==> src/rtl/hazard_controller_pkg.sv <==
// Shared types and constants for the ID-stage hazard sequencer.
package hazard_controller_pkg;

  localparam int          REG_AW   = 5;
  localparam int          NUM_REGS = 32;
  localparam int          CNT_W    = 3;
  localparam logic [4:0]  REG_ZERO = 5'd0;

  // Debug classification of the winning hazard term (highest priority first).
  typedef enum logic [2:0] {
    HZ_NONE,
    HZ_LOAD_USE,
    HZ_RAW_SB,
    HZ_WAW_SB,
    HZ_STRUCT
  } hz_cause_e;

  function automatic logic [NUM_REGS-1:0] reg_onehot(input logic [REG_AW-1:0] r);
    reg_onehot = {{(NUM_REGS-1){1'b0}}, 1'b1} << r;
  endfunction

endpackage

==> src/rtl/hazard_scoreboard.sv <==
// Register scoreboard for outstanding long-latency writes plus in-flight op count.
module hazard_scoreboard
  import hazard_controller_pkg::*;
#(
  parameter int MAX_OUTSTANDING = 2
) (
  input  logic                clk,
  input  logic                rst_n,
  input  logic                issue_i,
  input  logic [REG_AW-1:0]   set_rd_i,
  input  logic                wb_valid_i,
  input  logic [REG_AW-1:0]   wb_rd_i,
  output logic [NUM_REGS-1:0] sb_eff_o,
  output logic [CNT_W-1:0]    pending_o,
  output logic                full_o
);

  logic [NUM_REGS-1:0] sb_q, sb_d;
  logic [CNT_W-1:0]    cnt_q, cnt_d;
  logic [NUM_REGS-1:0] wb_mask, set_mask;
  logic                dec;

  // Next-state for scoreboard and counter; a same-cycle writeback is already visible to readers.
  always_comb begin
    wb_mask  = wb_valid_i ? reg_onehot(wb_rd_i) : '0;
    set_mask = issue_i ? reg_onehot(set_rd_i) : '0;
    sb_eff_o = sb_q & ~wb_mask;
    // Set is applied after clear so a register re-issued in its writeback cycle stays busy.
    sb_d     = (sb_q & ~wb_mask) | set_mask;
    sb_d[0]  = 1'b0;
    // A writeback with nothing in flight is dropped rather than underflowing the count.
    dec      = wb_valid_i & (cnt_q != '0);
    cnt_d    = cnt_q;
    if (issue_i && !dec) cnt_d = cnt_q + 1'b1;
    else if (dec && !issue_i) cnt_d = cnt_q - 1'b1;
    // Capacity check sees the slot freed by a same-cycle writeback.
    full_o   = (cnt_q - CNT_W'(dec)) == CNT_W'(MAX_OUTSTANDING);
  end

  // Scoreboard and in-flight counter state.
  always_ff @(posedge clk or negedge rst_n) begin
    if (!rst_n) begin
      sb_q  <= '0;
      cnt_q <= '0;
    end else begin
      sb_q  <= sb_d;
      cnt_q <= cnt_d;
    end
  end

  assign pending_o = cnt_q;

`ifndef SYNTHESIS
  // A writeback with no outstanding op indicates a broken long-unit handshake.
  always @(posedge clk) begin
    if (rst_n) assert (!(wb_valid_i && cnt_q == '0));
  end
`endif

endmodule

==> src/rtl/hazard_controller.sv <==
// ID-stage hazard sequencer: load-use, scoreboard RAW/WAW, long-unit structural stalls,
// redirect flush priority, stall watchdog and stall-cycle counter.
module hazard_controller
  import hazard_controller_pkg::*;
#(
  parameter int MAX_OUTSTANDING = 2,
  parameter int WDOG_LIMIT      = 200,
  parameter int WDOG_W          = 8,
  parameter int PERF_W          = 32
) (
  input  logic              clk,
  input  logic              rst_n,
  input  logic [4:0]        rs1_id,
  input  logic [4:0]        rs2_id,
  input  logic              rs1_used_id,
  input  logic              rs2_used_id,
  input  logic [4:0]        rd_id,
  input  logic              reg_write_id,
  input  logic              long_id,
  input  logic [4:0]        rd_ex,
  input  logic              mem_read_ex,
  input  logic              branch_taken_ex,
  input  logic              long_busy,
  input  logic              long_wb_valid,
  input  logic [4:0]        long_wb_rd,
  output logic              stall_if,
  output logic              stall_id,
  output logic              flush_id,
  output logic              flush_ex,
  output logic [2:0]        pending_cnt,
  output logic              stall_timeout,
  output logic [PERF_W-1:0] stall_cycles
);

  logic [NUM_REGS-1:0] sb_eff;
  logic                full;
  logic                load_use, raw_sb, waw_sb, struct_hz, hz, issue;
  hz_cause_e           cause;
  logic [4:0]          set_rd;
  logic [WDOG_W-1:0]   wdog_q, wdog_d;
  logic                timeout_q, timeout_d;
  logic [PERF_W-1:0]   perf_q, perf_d;

  assign set_rd = reg_write_id ? rd_id : REG_ZERO;

  hazard_scoreboard #(
    .MAX_OUTSTANDING(MAX_OUTSTANDING)
  ) u_sb (
    .clk       (clk),
    .rst_n     (rst_n),
    .issue_i   (issue),
    .set_rd_i  (set_rd),
    .wb_valid_i(long_wb_valid),
    .wb_rd_i   (long_wb_rd),
    .sb_eff_o  (sb_eff),
    .pending_o (pending_cnt),
    .full_o    (full)
  );

  // Hazard detection and cause classification.
  always_comb begin
    load_use  = mem_read_ex && (rd_ex != REG_ZERO) &&
                ((rs1_used_id && rd_ex == rs1_id) || (rs2_used_id && rd_ex == rs2_id));
    raw_sb    = (rs1_used_id && sb_eff[rs1_id]) || (rs2_used_id && sb_eff[rs2_id]);
    waw_sb    = reg_write_id && (rd_id != REG_ZERO) && sb_eff[rd_id];
    struct_hz = long_id && (long_busy || full);
    cause = HZ_NONE;
    if (load_use)       cause = HZ_LOAD_USE;
    else if (raw_sb)    cause = HZ_RAW_SB;
    else if (waw_sb)    cause = HZ_WAW_SB;
    else if (struct_hz) cause = HZ_STRUCT;
    hz    = (cause != HZ_NONE);
    issue = long_id && !hz && !branch_taken_ex;
  end

  // Stall/flush outputs; a redirect discards the ID instruction so it never stalls.
  always_comb begin
    stall_if = 1'b0;
    stall_id = 1'b0;
    flush_id = 1'b0;
    flush_ex = 1'b0;
    if (branch_taken_ex) begin
      flush_id = 1'b1;
      flush_ex = 1'b1;
    end else if (hz) begin
      stall_if = 1'b1;
      stall_id = 1'b1;
      flush_ex = 1'b1;
    end
  end

  // Watchdog (saturating, consecutive stalls) and wrapping stall-cycle counter next state.
  always_comb begin
    wdog_d = '0;
    if (stall_if) wdog_d = (wdog_q == WDOG_W'(WDOG_LIMIT)) ? wdog_q : wdog_q + 1'b1;
    timeout_d = timeout_q | (wdog_d == WDOG_W'(WDOG_LIMIT));
    perf_d    = stall_if ? perf_q + 1'b1 : perf_q;
  end

  // Watchdog, sticky timeout flag and perf counter state.
  always_ff @(posedge clk or negedge rst_n) begin
    if (!rst_n) begin
      wdog_q    <= '0;
      timeout_q <= 1'b0;
      perf_q    <= '0;
    end else begin
      wdog_q    <= wdog_d;
      timeout_q <= timeout_d;
      perf_q    <= perf_d;
    end
  end

  assign stall_timeout = timeout_q;
  assign stall_cycles  = perf_q;

endmodule

==> config.mk <==
export PLATFORM = sky130hd
export DESIGN_NAME = hazard_controller
export DESIGN_NICKNAME = d
export VERILOG_FILES = /design/src/rtl/hazard_controller_pkg.sv /design/src/rtl/hazard_scoreboard.sv /design/src/rtl/hazard_controller.sv
export SDC_FILE = /design/constraint.sdc
export NUM_CORES = 1
export LEC_CHECK = 0
export BUFFER_PORTS_ARGS = -buffer_cell sky130_fd_sc_hd__buf_4
export CAP_MARGIN = 20
export CORE_ASPECT_RATIO = 1.4
export CORE_MARGIN = 2
export CORE_UTILIZATION = 45
export CTS_BUF_LIST = sky130_fd_sc_hd__clkbuf_8
export CTS_CLUSTER_SIZE = 30
export DETAILED_ROUTE_END_ITERATION = 7
export GPL_ROUTABILITY_DRIVEN = 0
export PLACE_DENSITY = 0.76
export SYNTH_ARGS = -nofsm -noshare
export SYNTH_HDL_FRONTEND = slang
export SYNTH_SLANG_ARGS = --single-unit
==> constraint.sdc <==
create_clock -name clk -period 4.2 [get_ports clk]
set_input_delay 0.21 -clock clk [delete_from_list [all_inputs] [get_ports clk]]
set_output_delay 0.21 -clock clk [all_outputs]
set_load 0.02 [all_outputs]
## Yosys cells after proc, flatten, opt, wreduce, memory -nomap -nowiden

Cells that the tools add are included.
Widths: inputs -> output; s select.

- $add $sub $neg: 5
- Order comparisons: 3
- Equality and inequality tests: 5
- Shift operators: 2
- Multiplexer cells: 21
- Bitwise operators: 5
- Reductions and logical operators: 25

Operators with widths:

| kind | number |
|---|---|
| $mux 32 | 2 |
| $shl 1x5->32 const A | 2 |
| $add 32x1->32 const B | 1 |
| $and 32x32->32 | 1 |
| $not 32->32 | 1 |
| $or 32x32->32 | 1 |
| $lt 5x6->1 const B | 3 |
| $mux 3 | 6 |
| $eq 8x8->1 const B | 2 |
| $mux 8 | 2 |
| $bmux 1 s5 | 3 |
| $logic_and 1x1->1 | 13 |
| $eq 5x5->1 | 2 |
| $reduce_bool 5->1 | 2 |
| $add 8x1->8 const B | 1 |
| $mux 1 | 7 |
| $reduce_bool 3->1 | 2 |
| $mux 5 | 1 |
| $logic_not 1->1 | 4 |
| $add 3x1->3 const B | 1 |
| $eq 3x2->1 const B | 1 |
| $logic_or 1x1->1 | 3 |
| $sub 3x1->3 | 1 |
| $sub 3x1->3 const B | 1 |
| 3 further kinds | 3 |

- Register bits after elaboration: 75
- Bits of input ports: 35
- Output and inout port bits: 40
- Logic and storage cells: 71

## Longest topological paths before layout

Gate-level depths: netlist of run 1.

- Depth in word-level cells: 18
- Gate-level depth with buffers: 17
- Gate-level depth less buffers: 15

## Cells and area by module

From an unflattened synthesis of run 1, not the netlist that was laid out.

- Cell total of the unflattened synthesis: 463
- Area, all modules: 5023.6 µm²

Modules (own cells, without submodules):

| module | instances | cells each | area each (µm²) | seq. area each (µm²) |
|---|---|---|---|---|
| hazard_controller | 1 | 314 | 3355.7 | 1026.0 |
| hazard_scoreboard | 1 | 149 | 1667.8 | 850.8 |

## Worst setup path before layout of run 1

OpenSTA, ideal clock, no wires.

- Path kind: in2reg
- Start point: input port long_wb_rd[2]
- End point: register u_sb.cnt_q[2], in the netlist u_sb.pending_o[2]
- Library setup time: 0.080 ns
- Arrival: 3.372 ns
- Data required time: 4.120 ns
- Setup slack: 0.748 ns
- Stages: 16
- Path buffers: 2
- Cells stage by stage: buf_2 -> or4b_4 -> o21ai_1 -> o311ai_1 -> nor4_1 -> o311ai_1 -> a221oi_4 -> nand4b_1 -> buf_2 -> inv_1 -> ha_1 -> inv_1 -> fa_1 -> xor2_1 -> nor2_1 -> xor2_1

- Cells in the longest elaborated chain, start to end: 17
- Elaborated cells on any way between the ends: 26
- Those cells by class: shift (1); mux (11); bitwise (2); reduce/logical (12)

RTL lines:

| item | line | source |
|---|---|---|
| start, declared | hazard_controller.sv:25 | `input logic [4:0] long_wb_rd,` |
| $shl 1x5->32 (*) | hazard_controller_pkg.sv:19 | `reg_onehot = {{(NUM_REGS-1){1'b0}}, 1'b1} << r;` |
| $mux 32 (*) | hazard_scoreboard.sv:25 | `wb_mask = wb_valid_i ? reg_onehot(wb_rd_i) : '0;` |
| $not 32->32 (*) | hazard_scoreboard.sv:27 | `sb_eff_o = sb_q & ~wb_mask;` |
| $and 32x32->32 (*) | hazard_scoreboard.sv:27 |  |
| $bmux 1 s5, on equally long branches | hazard_controller.sv:65, hazard_controller.sv:64 |  |
| $mux 1, on equally long branches | hazard_controller.sv:65, hazard_controller.sv:64 |  |
| $logic_and 1x1->1, on equally long branches | hazard_controller.sv:65, hazard_controller.sv:64 |  |
| $mux 3 or $logic_or 1x1->1 (tied branches) | hazard_controller.sv:70, hazard_controller.sv:64 |  |
| $mux 3 (*) | hazard_controller.sv:69 | `else if (raw_sb) cause = HZ_RAW_SB;` |
| $mux 3 (*) | hazard_controller.sv:68 | `if (load_use) cause = HZ_LOAD_USE;` |
| $reduce_bool 3->1 (*) | hazard_controller.sv:72 | `hz = (cause != HZ_NONE);` |
| $logic_not 1->1 (*) | hazard_controller.sv:73 | `issue = long_id && !hz && !branch_taken_ex;` |
| $logic_and 1x1->1 (*) (2 in series) | hazard_controller.sv:73 |  |
| $logic_not 1->1 | hazard_scoreboard.sv:35 | `else if (dec && !issue_i) cnt_d = cnt_q - 1'b1;` |
| $logic_and 1x1->1 | hazard_scoreboard.sv:35 |  |
| $reduce_bool 2->1 (no line) | - |  |
| end signal, assigned | hazard_scoreboard.sv:47 | `cnt_q <= cnt_d;` |
| end, declared | hazard_scoreboard.sv:19 | `logic [CNT_W-1:0] cnt_q, cnt_d;` |

Every way passes the cells marked *; elsewhere a longest branch is shown, timed or not. The select of a mux whose other input is x is not followed.
A chain may end at the register's enable or synchronous reset.

## Worst setup path in the final report of run 1

- Start point: input port long_wb_rd[4]
- End point: output port stall_id

- Cells in the longest elaborated chain, start to end: 13
- Elaborated cells on any way between the ends: 20
- Those cells by class: shift (1); mux (12); bitwise (2); reduce/logical (5)

RTL lines:

| item | line | source |
|---|---|---|
| $shl 1x5->32 (*) | hazard_controller_pkg.sv:19 |  |
| $mux 32 (*) | hazard_scoreboard.sv:25 |  |
| $not 32->32 (*) | hazard_scoreboard.sv:27 |  |
| $and 32x32->32 (*) | hazard_scoreboard.sv:27 |  |
| $bmux 1 s5, on equally long branches | hazard_controller.sv:65, hazard_controller.sv:64 |  |
| $mux 1, on equally long branches | hazard_controller.sv:65, hazard_controller.sv:64 |  |
| $logic_and 1x1->1, on equally long branches | hazard_controller.sv:65, hazard_controller.sv:64 |  |
| $mux 3 or $logic_or 1x1->1 (tied branches) | hazard_controller.sv:70, hazard_controller.sv:64 |  |
| $mux 3 (*) | hazard_controller.sv:69 |  |
| $mux 3 (*) | hazard_controller.sv:68 |  |
| $reduce_bool 3->1 (*) | hazard_controller.sv:72 |  |
| $mux 1 (*) | hazard_controller.sv:85 | `end else if (hz) begin` |
| $mux 1 (*) | hazard_controller.sv:82 | `if (branch_taken_ex) begin` |
| end, declared | hazard_controller.sv:27 | `output logic stall_id,` |

Marked as above.

==> flow_summary.json, run 1 <==
{
  "outcome": "complete, but fails checks",
  "violations": "negative hold slack",
  "yosys.area.top_type_share": 0.3698,
  "critPathMaxFanout": 32,
  "die_area_sq_um": 12150,
  "slew_headroom": 0.3633,
  "area_growth_pct": 16.25,
  "layout-drive-gt1-share": 0.1963,
  "grt_max_degree": 76,
  "hold_viol": 4,
  "p_per_area_nw_per_um2": 367.4,
  "p_leak_nw": 2.466,
  "crit_buf_inv": 4,
  "dieWidth_microns": 93.75,
  "cts_buffers": 9,
  "setup_viol": 0,
  "power_w": 0.002168,
  "wl_per_cell_microns": 21.05,
  "start_util": 0.4646,
  "antennaDiodeCount": 0,
  "clockBufferDepth": 2,
  "dp_cells": 726,
  "setup-tns-final_ns": 0,
  "worst_hold_slack_ns": -0.01286,
  "die_h_microns": 129.7,
  "path_class": "input port to output port",
  "regArea_sq_um": 1877,
  "tightest_slew_ns": 0.9551,
  "antenna_found_initial": 0,
  "cts_hold_buf": 0,
  "grt.overflow.total": 0,
  "fin_ws_ns": 0.7497,
  "multiInputGateArea_sq_um": 2972,
  "synth_top_area_cell": "dfrtp_1",
  "ys_async_sr_fraction": 1.000,
  "synth_area_sq_um": 5075,
  "num-fill-cells": 1021,
  "fin_util": 0.5401,
  "syn_inst": 543,
  "yosysWarnings": 0,
  "crit_path_max_incr_delay_ns": 0.79,
  "htreeDepth": 3,
  "synth-main-ff-cell": "dfrtp_1",
  "core_area_sq_um": 10920,
  "arrival_ns": 3.24,
  "rsz0062_at_grt": "false",
  "rows": 45,
  "synth_common_cells": "dfrtp_1 (75), xor2_1 (43), nand2_1 (36), o31ai_1 (35), o21ai_0 (33)",
  "post_cts_resized": 0,
  "worstPathCellList": "buf_4, nand4b_1, nor4_1, o21ai_0, o2bb2ai_1, o2111a_1, a221oi_4, buf_4, a21oi_1, buf_4, buf_4",
  "drv_cap": 0,
  "numClockSinks": 75,
  "cts_tree": "yes",
  "postCtsSetupBuffers": 0,
  "synth_area_leaders": "dfrtp_1 (37%), xor2_1 (7.4%), o31ai_1 (5.2%)",
  "grt_pass1_wl_mm": 24.78,
  "via_per_inst": 6.561,
  "yosysSeqAreaShare": 0.3698,
  "synth_most_common_cell": "dfrtp_1",
  "place_ws_ns": 0.6678,
  "finalCriticalPeriod_ns": 3.450,
  "critPathTopFamily": "simple AND/OR/NAND/NOR gates",
  "routed_wl_mm": 15.62,
  "fmax_ghz": 0.2898,
  "vias": 4868,
  "path_common_cell": "buf_4",
  "final_nets": 637,
  "synth_edf_count": 0,
  "slew_viol_final": 0,
  "hp-class": "input port to async pin",
  "clk_pin_slew_ns": 0.08,
  "crit_path_start_kind": "input port",
  "clk_latency_ns": 0.36,
  "hpwl_mm": 11.11,
  "cp-end-kind": "output port",
  "port_buffers": 74,
  "fin_skew_ns": 0.01118,
  "first_iter_violations": 419,
  "worstPathRequired_ns": 3.99,
  "critPathSlowestCell": "nor4_1",
  "ys_types": 58,
  "grt_pass1_vias": 4776,
  "layout.cells.non_filler": 742,
  "fin_crit_sh": 0.8215,
  "cts-root-buf": "clkbuf_8",
  "postSynthAreaPerCell_sq_um": 9.346,
  "ys_seq_elements": 75,
  "pin_count": 75,
  "peakVddDrop_v": 0.0003190,
  "grt_use_total": 0.2638,
  "dr.pass1.iters": 7,
  "syn_nets": 584,
  "drt.antenna.violating_nets": 0,
  "route.detailed.drc": 0
}
sequential cells by signal, summed over array words and instances, names as in the netlist:
register        count
stall_cycles       32
stall_timeout       1
u_sb.pending_o      3
u_sb.sb_q          31
wdog_q              8
layer usage:
layer	track usage	vias to the layer above	part of all wire	routed length [microns]
li1	-	2151	-	-
met1	0.3031	2289	0.36	5623
met2	0.4269	342	0.47	7349
met3	0.06337	86	0.097	1519
met4	0.1910	0	0.072	1126
met5	0	-	0	0
area by class of cell:
class / count / area share
tap: 141 / 0.02990
sequential: 75 / 0.3181
clock inverter: 6 / 0.01103
timing repair buffer: 81 / 0.1031
clock buffer: 10 / 0.02333
inverter: 17 / 0.01082
multi-input combinational: 412 / 0.5037
placed cells by master, fill, tap and decap left out, types with 6 or more instances in the layout:
cell type,n
nand2b_1,8
nor3_1,8
dfrtp_1,75
nand4_1,11
xnor2_1,13
a211oi_1,17
nand2_1,36
o31ai_1,35
nor2_1,16
xor2_1,43
mux2_2,8
o21ai_0,33
mux2i_1,11
inv_1,17
nand3_1,31
nor2b_1,15
mux4_2,6
nor4_1,6
a2111oi_0,14
o211ai_1,6
buf_4,81
nand4b_1,6
and3_1,10
clkbuf_8,10
final timing paths:
| path | start | endpoint | slack [ns] | depth (start not counted) |
|---|---|---|---|---|
| max | long_wb_rd[4] | stall_id | 0.75 | 11 |
| min | rst_n | stall_cycles[21]$_DFFE_PN0P_ | -0.01 | 1 |
| max reg2reg | u_sb.pending_o[0]$_DFFE_PN0P_ | u_sb.pending_o[2]$_DFFE_PN0P_ | 0.81 | 15 |
| min in group clk | rd_id[3] | u_sb.sb_q[4]$_DFF_PN0_ | 0.25 | 3 |
| max in group asynchronous | rst_n | u_sb.sb_q[26]$_DFF_PN0_ | 3.59 | 1 |
| min reg2reg | stall_timeout$_DFF_PN0_ | stall_timeout$_DFF_PN0_ | 0.47 | 1 |
where the power goes:
| group | internal, W | leakage (nW) | switching (W) | total, W |
|---|---|---|---|---|
| Combinational | 0.000275 | 1.38 | 0.000388 | 0.000663 |
| Clock | 0.000290 | 0.102 | 0.000281 | 0.000571 |
| Sequential | 0.000820 | 0.985 | 0.000113 | 0.000933 |
metrics by stage:
step	hold WS [ns]	area [sq um]
after floorplan	-0.08559	5075
final	-0.01286	5899
after CTS	0.02082	5899
after global routing	0.07130	5899
after detailed placement	0.4165	5697
after global placement	0.4092	5697
worst register-to-register path: cells and delay by family, from the launching register on:
kind / cells / cell delay, ns
AO/OA/AOI/OAI: 4 / 1.03
XOR/XNOR: 2 / 0.30
buffers and inverters: 3 / 0.26
flip-flops: 1 / 0.46
AND/OR/NAND/NOR: 3 / 0.45
adder cells (fa/ha/maj): 3 / 0.83
kinds of logic after synthesis:
group,Yosys count,synth area share
xor gates and xnor gates,56,0.09665
muxes,25,0.06608
DFF,75,0.3698
buffers and inverters,56,0.04635
and+or+nand+nor,177,0.1948
adders and majority gates,6,0.01627
AOI/OAI and AO/OA,148,0.2101
Note: power is estimated with default switching activity, not from simulation.
==> run 2: changes to the inputs <==
--- a/config.mk
+++ b/config.mk
@@ -14,7 +14,7 @@
 export CTS_CLUSTER_SIZE = 30
 export DETAILED_ROUTE_END_ITERATION = 7
 export GPL_ROUTABILITY_DRIVEN = 0
-export PLACE_DENSITY = 0.76
+export PLACE_DENSITY = 0.79
 export SYNTH_ARGS = -nofsm -noshare
 export SYNTH_HDL_FRONTEND = slang
 export SYNTH_SLANG_ARGS = --single-unit
==> constraint.sdc (replaced) <==
create_clock -name clk -period 3.07 [get_ports clk]
set_input_delay 0.1535 -clock clk [delete_from_list [all_inputs] [get_ports clk]]
set_output_delay 0.1535 -clock clk [all_outputs]
set_load 0.02 [all_outputs]
==> flow_summary.json, run 2 (same netlist as run 1, synthesis figures left out) <==
{
  "core_area_sq_um": 10920,
  "die_h_microns": 129.7,
  "fmax_ghz": 0.3322,
  "rows": 45,
  "fin_ws_ns": 0.06012,
  "p_leak_nw": 2.777,
  "hp-class": "input port to flip-flop",
  "fin_crit_sh": 0.9804,
  "via_per_inst": 6.588,
  "area_growth_pct": 28.50,
  "antenna_found_initial": 0,
  "dieWidth_microns": 93.75,
  "htreeDepth": 3,
  "drt.antenna.violating_nets": 0,
  "dr.pass1.iters": 6,
  "crit_path_max_incr_delay_ns": 0.43,
  "p_per_area_nw_per_um2": 472.8,
  "clk_pin_slew_ns": 0.08,
  "vias": 5310,
  "largest_register_ffs": 32,
  "worstPathCellList": "o31ai_4, inv_1, ha_1, and3b_1, o21ai_2, o311ai_2, a221oi_4, nand4b_1, inv_2, ha_4, inv_2, fa_2, xor2_1, nor2_1, xor2_1",
  "pin_count": 75,
  "critPathSlowestCell": "dfrtp_2",
  "clockBufferDepth": 2,
  "slew_viol_final": 0,
  "place_ws_ns": -0.2055,
  "routed_wl_mm": 16.76,
  "critPathMaxFanout": 2,
  "grt.overflow.total": 0,
  "die_area_sq_um": 12150,
  "grt_pass1_wl_mm": 26.63,
  "final_cell_mix": "buf_4 (138), dfrtp_1 (72), xor2_1 (43)",
  "cp-end-kind": "flip-flop",
  "numClockSinks": 75,
  "tightest_slew_ns": 0.9720,
  "start_util": 0.4646,
  "hpwl_mm": 11.90,
  "outcome": "finished, final reports clean",
  "crit_path_start_kind": "flip-flop",
  "cts_tree": "yes",
  "hold_viol": 0,
  "cts_buffers": 9,
  "grt_max_degree": 76,
  "port_buffers": 74,
  "clk_latency_ns": 0.37,
  "cts-root-buf": "clkbuf_8",
  "first_iter_violations": 668,
  "final_nets": 701,
  "finalCriticalPeriod_ns": 3.010,
  "peakVddDrop_v": 0.0004985,
  "fin_skew_ns": 0.009349,
  "path_class": "flip-flop to flip-flop",
  "wl_per_cell_microns": 20.79,
  "power_w": 0.003084,
  "route.detailed.drc": 0,
  "drv_cap": 0,
  "antennaDiodeCount": 0,
  "rsz0062_at_grt": "true",
  "grt_pass1_vias": 5202,
  "worstPathRequired_ns": 3.36,
  "arrival_ns": 3.30,
  "layout_commonest_cell": "buf_4",
  "grt_use_total": 0.2840,
  "layout-drive-gt1-share": 0.3008,
  "slew_headroom": 0.3520,
  "setup_viol": 0
}
run 2: report_power, final:
part,switching [W],internal [W],leakage [nW]
Sequential,0.000142,0.00113,0.981
Combinational,0.000605,0.000516,1.71
Clock,0.000404,0.000290,0.0864
Total,0.00115,0.00193,2.78
run 2: through the flow:
stage                     hold slack [ns]  area [sq um]  setup TNS [ns]  instances  utilization
final                              0.1916          6521               0        806       0.5970
after global routing               0.1994          6521         -0.1131        806       0.5970
after CTS                          0.1661          6400               0        798       0.5859
after detailed placement           0.3734          6211         -0.4470        781       0.5686
after global placement             0.3567          6211        -0.05762        781       0.5686
after floorplan                   -0.1421          5172         -0.2599        543            -
run 2: critical path: cells and delay by family, from the launching register on:
family	cells	cell delay, ns
compound gates	4	0.81
simple gates	3	0.48
xor+xnor	2	0.29
fa+ha+maj	3	0.74
buf+inv	3	0.20
flops	1	0.43
run 2: final timing paths:
path | startpoint | end | slack (ns) | depth (start not counted)
setup reg to reg | u_sb.pending_o[2]$_DFFE_PN0P_ | u_sb.pending_o[2]$_DFFE_PN0P_ | 0.06 | 15
min in group asynchronous | rst_n | stall_cycles[25]$_DFFE_PN0P_ | 0.46 | 2
hold reg to reg | stall_timeout$_DFF_PN0_ | stall_timeout$_DFF_PN0_ | 0.46 | 1
hold / removal | rd_id[3] | u_sb.sb_q[1]$_DFF_PN0_ | 0.19 | 3
setup / recovery | u_sb.pending_o[2]$_DFFE_PN0P_ | u_sb.pending_o[2]$_DFFE_PN0P_ | 0.06 | 15
max in group asynchronous | rst_n | u_sb.pending_o[2]$_DFFE_PN0P_ | 1.94 | 2
run 2: layout make-up:
class / count / area [sq um]
Tap cell: 141 / 176.4
Multi-Input combinational cell: 412 / 3077
Clock buffer: 9 / 123.9
Clock inverter: 7 / 46.29
Inverter: 17 / 63.81
Fill cell: 948 / 4402
Timing Repair Buffer: 145 / 1154
Sequential cell: 75 / 1881
run 2: routing by layer:
layer,vias to the layer above,part of all wire,global-route usage
li1,2288,-,-
met1,2502,0.35,0.3351
met2,403,0.47,0.4588
met3,117,0.10,0.06512
met4,0,0.073,0.1927
met5,-,0,0
run 2: what timing repair did:
| action | in CTS | in global routing |
|---|---|---|
| setup endpoints to repair | 3 | 5 |
| gates resized for setup | 3 | 8 |
| pin swaps | 0 | 4 |
| setup buffers | 0 | 7 |
| hold buffers | 1 | 0 |
| gates cloned | 0 | 2 |
| hold endpoints to repair | 75 | 0 |
==> run 3: changes to the inputs <==
--- a/config.mk
+++ b/config.mk
@@ -15,6 +15,8 @@
 export DETAILED_ROUTE_END_ITERATION = 7
 export GPL_ROUTABILITY_DRIVEN = 0
 export PLACE_DENSITY = 0.79
+export REMOVE_ABC_BUFFERS = 1
 export SYNTH_ARGS = -nofsm -noshare
 export SYNTH_HDL_FRONTEND = slang
+export SYNTH_HIERARCHICAL = 1
 export SYNTH_SLANG_ARGS = --single-unit
==> flow_summary.json, run 3 <==
{
  "tightest_slew_ns": 0.8505,
  "grt_use_total": 0.2485,
  "ys_types": 55,
  "die_h_microns": 129.0,
  "syn_inst": 463,
  "synth_area_sq_um": 5024,
  "clk_pin_slew_ns": 0.09,
  "arrival_ns": 3.62,
  "path_class": "input port to flip-flop",
  "dr.pass1.iters": 5,
  "seq_power_share": 0.359,
  "cts-root-buf": "clkbuf_8",
  "ys_async_sr_fraction": 1.000,
  "die_area_sq_um": 12040,
  "crit_path_start_kind": "input port",
  "p_sw_frac": 0.3327,
  "pin_count": 75,
  "drv_cap": 0,
  "route.detailed.drc": 0,
  "power_w": 0.003479,
  "antennaDiodeCount": 0,
  "outcome": "complete, but fails checks",
  "finalCriticalPeriod_ns": 3.326,
  "layout.cells.non_filler": 724,
  "p_leak_nw": 2.837,
  "dieWidth_microns": 93.30,
  "grt_pass1_wl_mm": 23.49,
  "cts_tree": "yes",
  "regToRegSetupSlack_ns": -0.18,
  "first_iter_violations": 362,
  "grt_pass1_vias": 4680,
  "synth_top_area_cell": "dfrtp_1",
  "setup-tns-final_ns": -0.5364,
  "slew_viol_final": 0,
  "hpwl_mm": 10.22,
  "routed_wl_mm": 14.58,
  "final_nets": 619,
  "grt.overflow.total": 0,
  "yosysSeqAreaShare": 0.3736,
  "yosys.area.top_type_share": 0.3736,
  "synth_area_leaders": "dfrtp_1 (37%), mux4_2 (9.4%), xor2_1 (5.8%)",
  "htreeDepth": 3,
  "final_cell_mix": "buf_4 (130), dfrtp_1 (75), xor2_1 (33)",
  "dp_cells": 699,
  "power_frac_comb": 0.343,
  "drt.antenna.violating_nets": 0,
  "area_growth_pct": 29.27,
  "synth_most_common_cell": "dfrtp_1",
  "fin_skew_ns": 0.01431,
  "vias": 4434,
  "antenna_found_initial": 0,
  "cts_buffers": 9,
  "wl_per_cell_microns": 20.14,
  "hold_viol": 0,
  "setup_viol": 8,
  "cp-end-kind": "flip-flop",
  "clockPowerShare": 0.297,
  "violations": "negative setup slack",
  "port_buffers": 74,
  "via_per_inst": 6.124,
  "yosysWarnings": 6,
  "layout_commonest_cell": "buf_4",
  "postSynthAreaPerCell_sq_um": 10.85,
  "synth_common_cells": "dfrtp_1 (75), xor2_1 (33), o21bai_1 (31), o21a_1 (26)",
  "core_area_sq_um": 10870,
  "final_cell_area_sq_um": 6494,
  "worstPathRequired_ns": 3.36,
  "clockBufferDepth": 2,
  "place_area_sq_um": 5993,
  "largest_register_ffs": 32,
  "synth-main-ff-cell": "dfrtp_1",
  "grt_max_degree": 76,
  "fin_ws_ns": -0.2560,
  "rows": 45,
  "peakVddDrop_v": 0.0005291,
  "hp-class": "input port to async pin",
  "fmax_ghz": 0.3007,
  "ys_seq_elements": 75,
  "internal-power_w": 0.002321,
  "switchingPower_w": 0.001158,
  "p_per_area_nw_per_um2": 535.7,
  "layout-drive-gt1-share": 0.3756,
  "rsz0062_at_grt": "true",
  "fin_crit_sh": 1.083,
  "start_util": 0.4623,
  "critPathMaxFanout": 3,
  "slew_headroom": 0.4330,
  "clk_latency_ns": 0.38,
  "numClockSinks": 75,
  "synth_edf_count": 0
}
run 3: cell types whose count changed after synthesis, sizes merged, moves of 7 or more:
| cell | previous run | this run |
|---|---|---|
| a211oi | 17 | 10 |
| clkbuf | 20 | 9 |
| mux4 | 6 | 21 |
| nand2 | 36 | 23 |
| nand3 | 31 | 23 |
| nor2b | 15 | 4 |
| o21a | 0 | 26 |
| o21ai | 37 | 2 |
| o21bai | 1 | 31 |
| o31a | 0 | 7 |
| o31ai | 36 | 2 |
| xor2 | 43 | 33 |
run 3: cell type report:
type                       instances  area [sq um]
sequential                        75          1877
clock buffer                       9         123.9
tap                              141         176.4
timing repair buffer             138          1085
clock inverter                     7         140.1
inverter                          17         63.81
multi-input combinational        337          3028
fill                             854          4373
run 3: repair_timing:
item	CTS	global route
hold buffers	1	0
gates resized for setup	16	15
buffers inserted	5	3
pin swaps	7	9
setup endpoints to repair	4	25
endpoints found under the hold margin	75	0
run 3: final timing paths:
path	startpoint	cells past startpoint	to
worst min register to register	stall_timeout$_DFF_PN0_	1	stall_timeout$_DFF_PN0_
worst min-delay path	rst_n	2	stall_cycles[17]$_DFFE_PN0P_
min in group clk	branch_taken_ex	2	wdog_q[7]$_DFF_PN0_
worst max register to register	u_sb/sb_q[18]$_DFF_PN0_	13	u_sb/pending_o[2]$_DFFE_PN0P_
max in group asynchronous	rst_n	3	u_sb/sb_q[28]$_DFF_PN0_
worst max-delay path	long_wb_rd[3]	15	u_sb/pending_o[2]$_DFFE_PN0P_
run 3: cell families (layout without fill, tap and decap cells):
family          Yosys count  after routing  share of synthesized area
xor+xnor                 52             52                    0.09066
flops                    75             75                     0.3736
other cells               1              1                  0.0007465
simple gates            125            125                     0.1395
mux                      36             36                     0.1260
fa+ha+maj                 6              6                    0.01644
buf+inv                  51            171                    0.04857
compound gates          117            117                     0.2045
run 3: critical path, cell delays in order:
cell and delay (ns):
buf_6 0.10, or4b_4 0.57, o21a_1 0.22, mux4_2 0.46, mux2i_1 0.25, o221ai_2 0.21, a221oi_4 0.30, and2_4 0.18
and3b_2 0.22, ha_4 0.15, inv_2 0.04, fa_2 0.33, xor2_1 0.14, nor2_1 0.11, xor2_1 0.17
run 3: stage by stage:
| step | worst slack [ns] | hold WS (ns) | util |
|---|---|---|---|
| final | -0.2560 | 0.1226 | 0.5976 |
| after floorplan | -1.580 | -0.1421 | - |
| after detailed placement | -0.7032 | 0.3632 | 0.5515 |
| after CTS | -0.1677 | 0.1364 | 0.5862 |
| after global placement | -0.5335 | 0.3500 | 0.5515 |
| after global routing | -0.3417 | 0.1455 | 0.5976 |
run 3: routing by layer:
layer  vias to the layer above  wire, microns  share of wire  track usage
met1                      2179           5471           0.38       0.3087
met2                       240           7123           0.49       0.4080
li1                       1958              -              -            -
met5                         -              0              0            0
met3                        57           1435          0.098      0.06221
met4                         0            553          0.038       0.1151
run 3: power by group through the flow:
stage / Clock (W) / Combinational, W / Sequential [W]
6_report: 0.00103 / 0.00119 / 0.00125
5_1_grt: 0.00107 / 0.00128 / 0.00127
4_1_cts: 0.00104 / 0.00115 / 0.00124
3_5_place_dp: 0 / 0.00110 / 0.00126
3_3_place_gp: 0 / 0.00107 / 0.00125
2_1_floorplan: 0 / 0.000476 / 0.00136
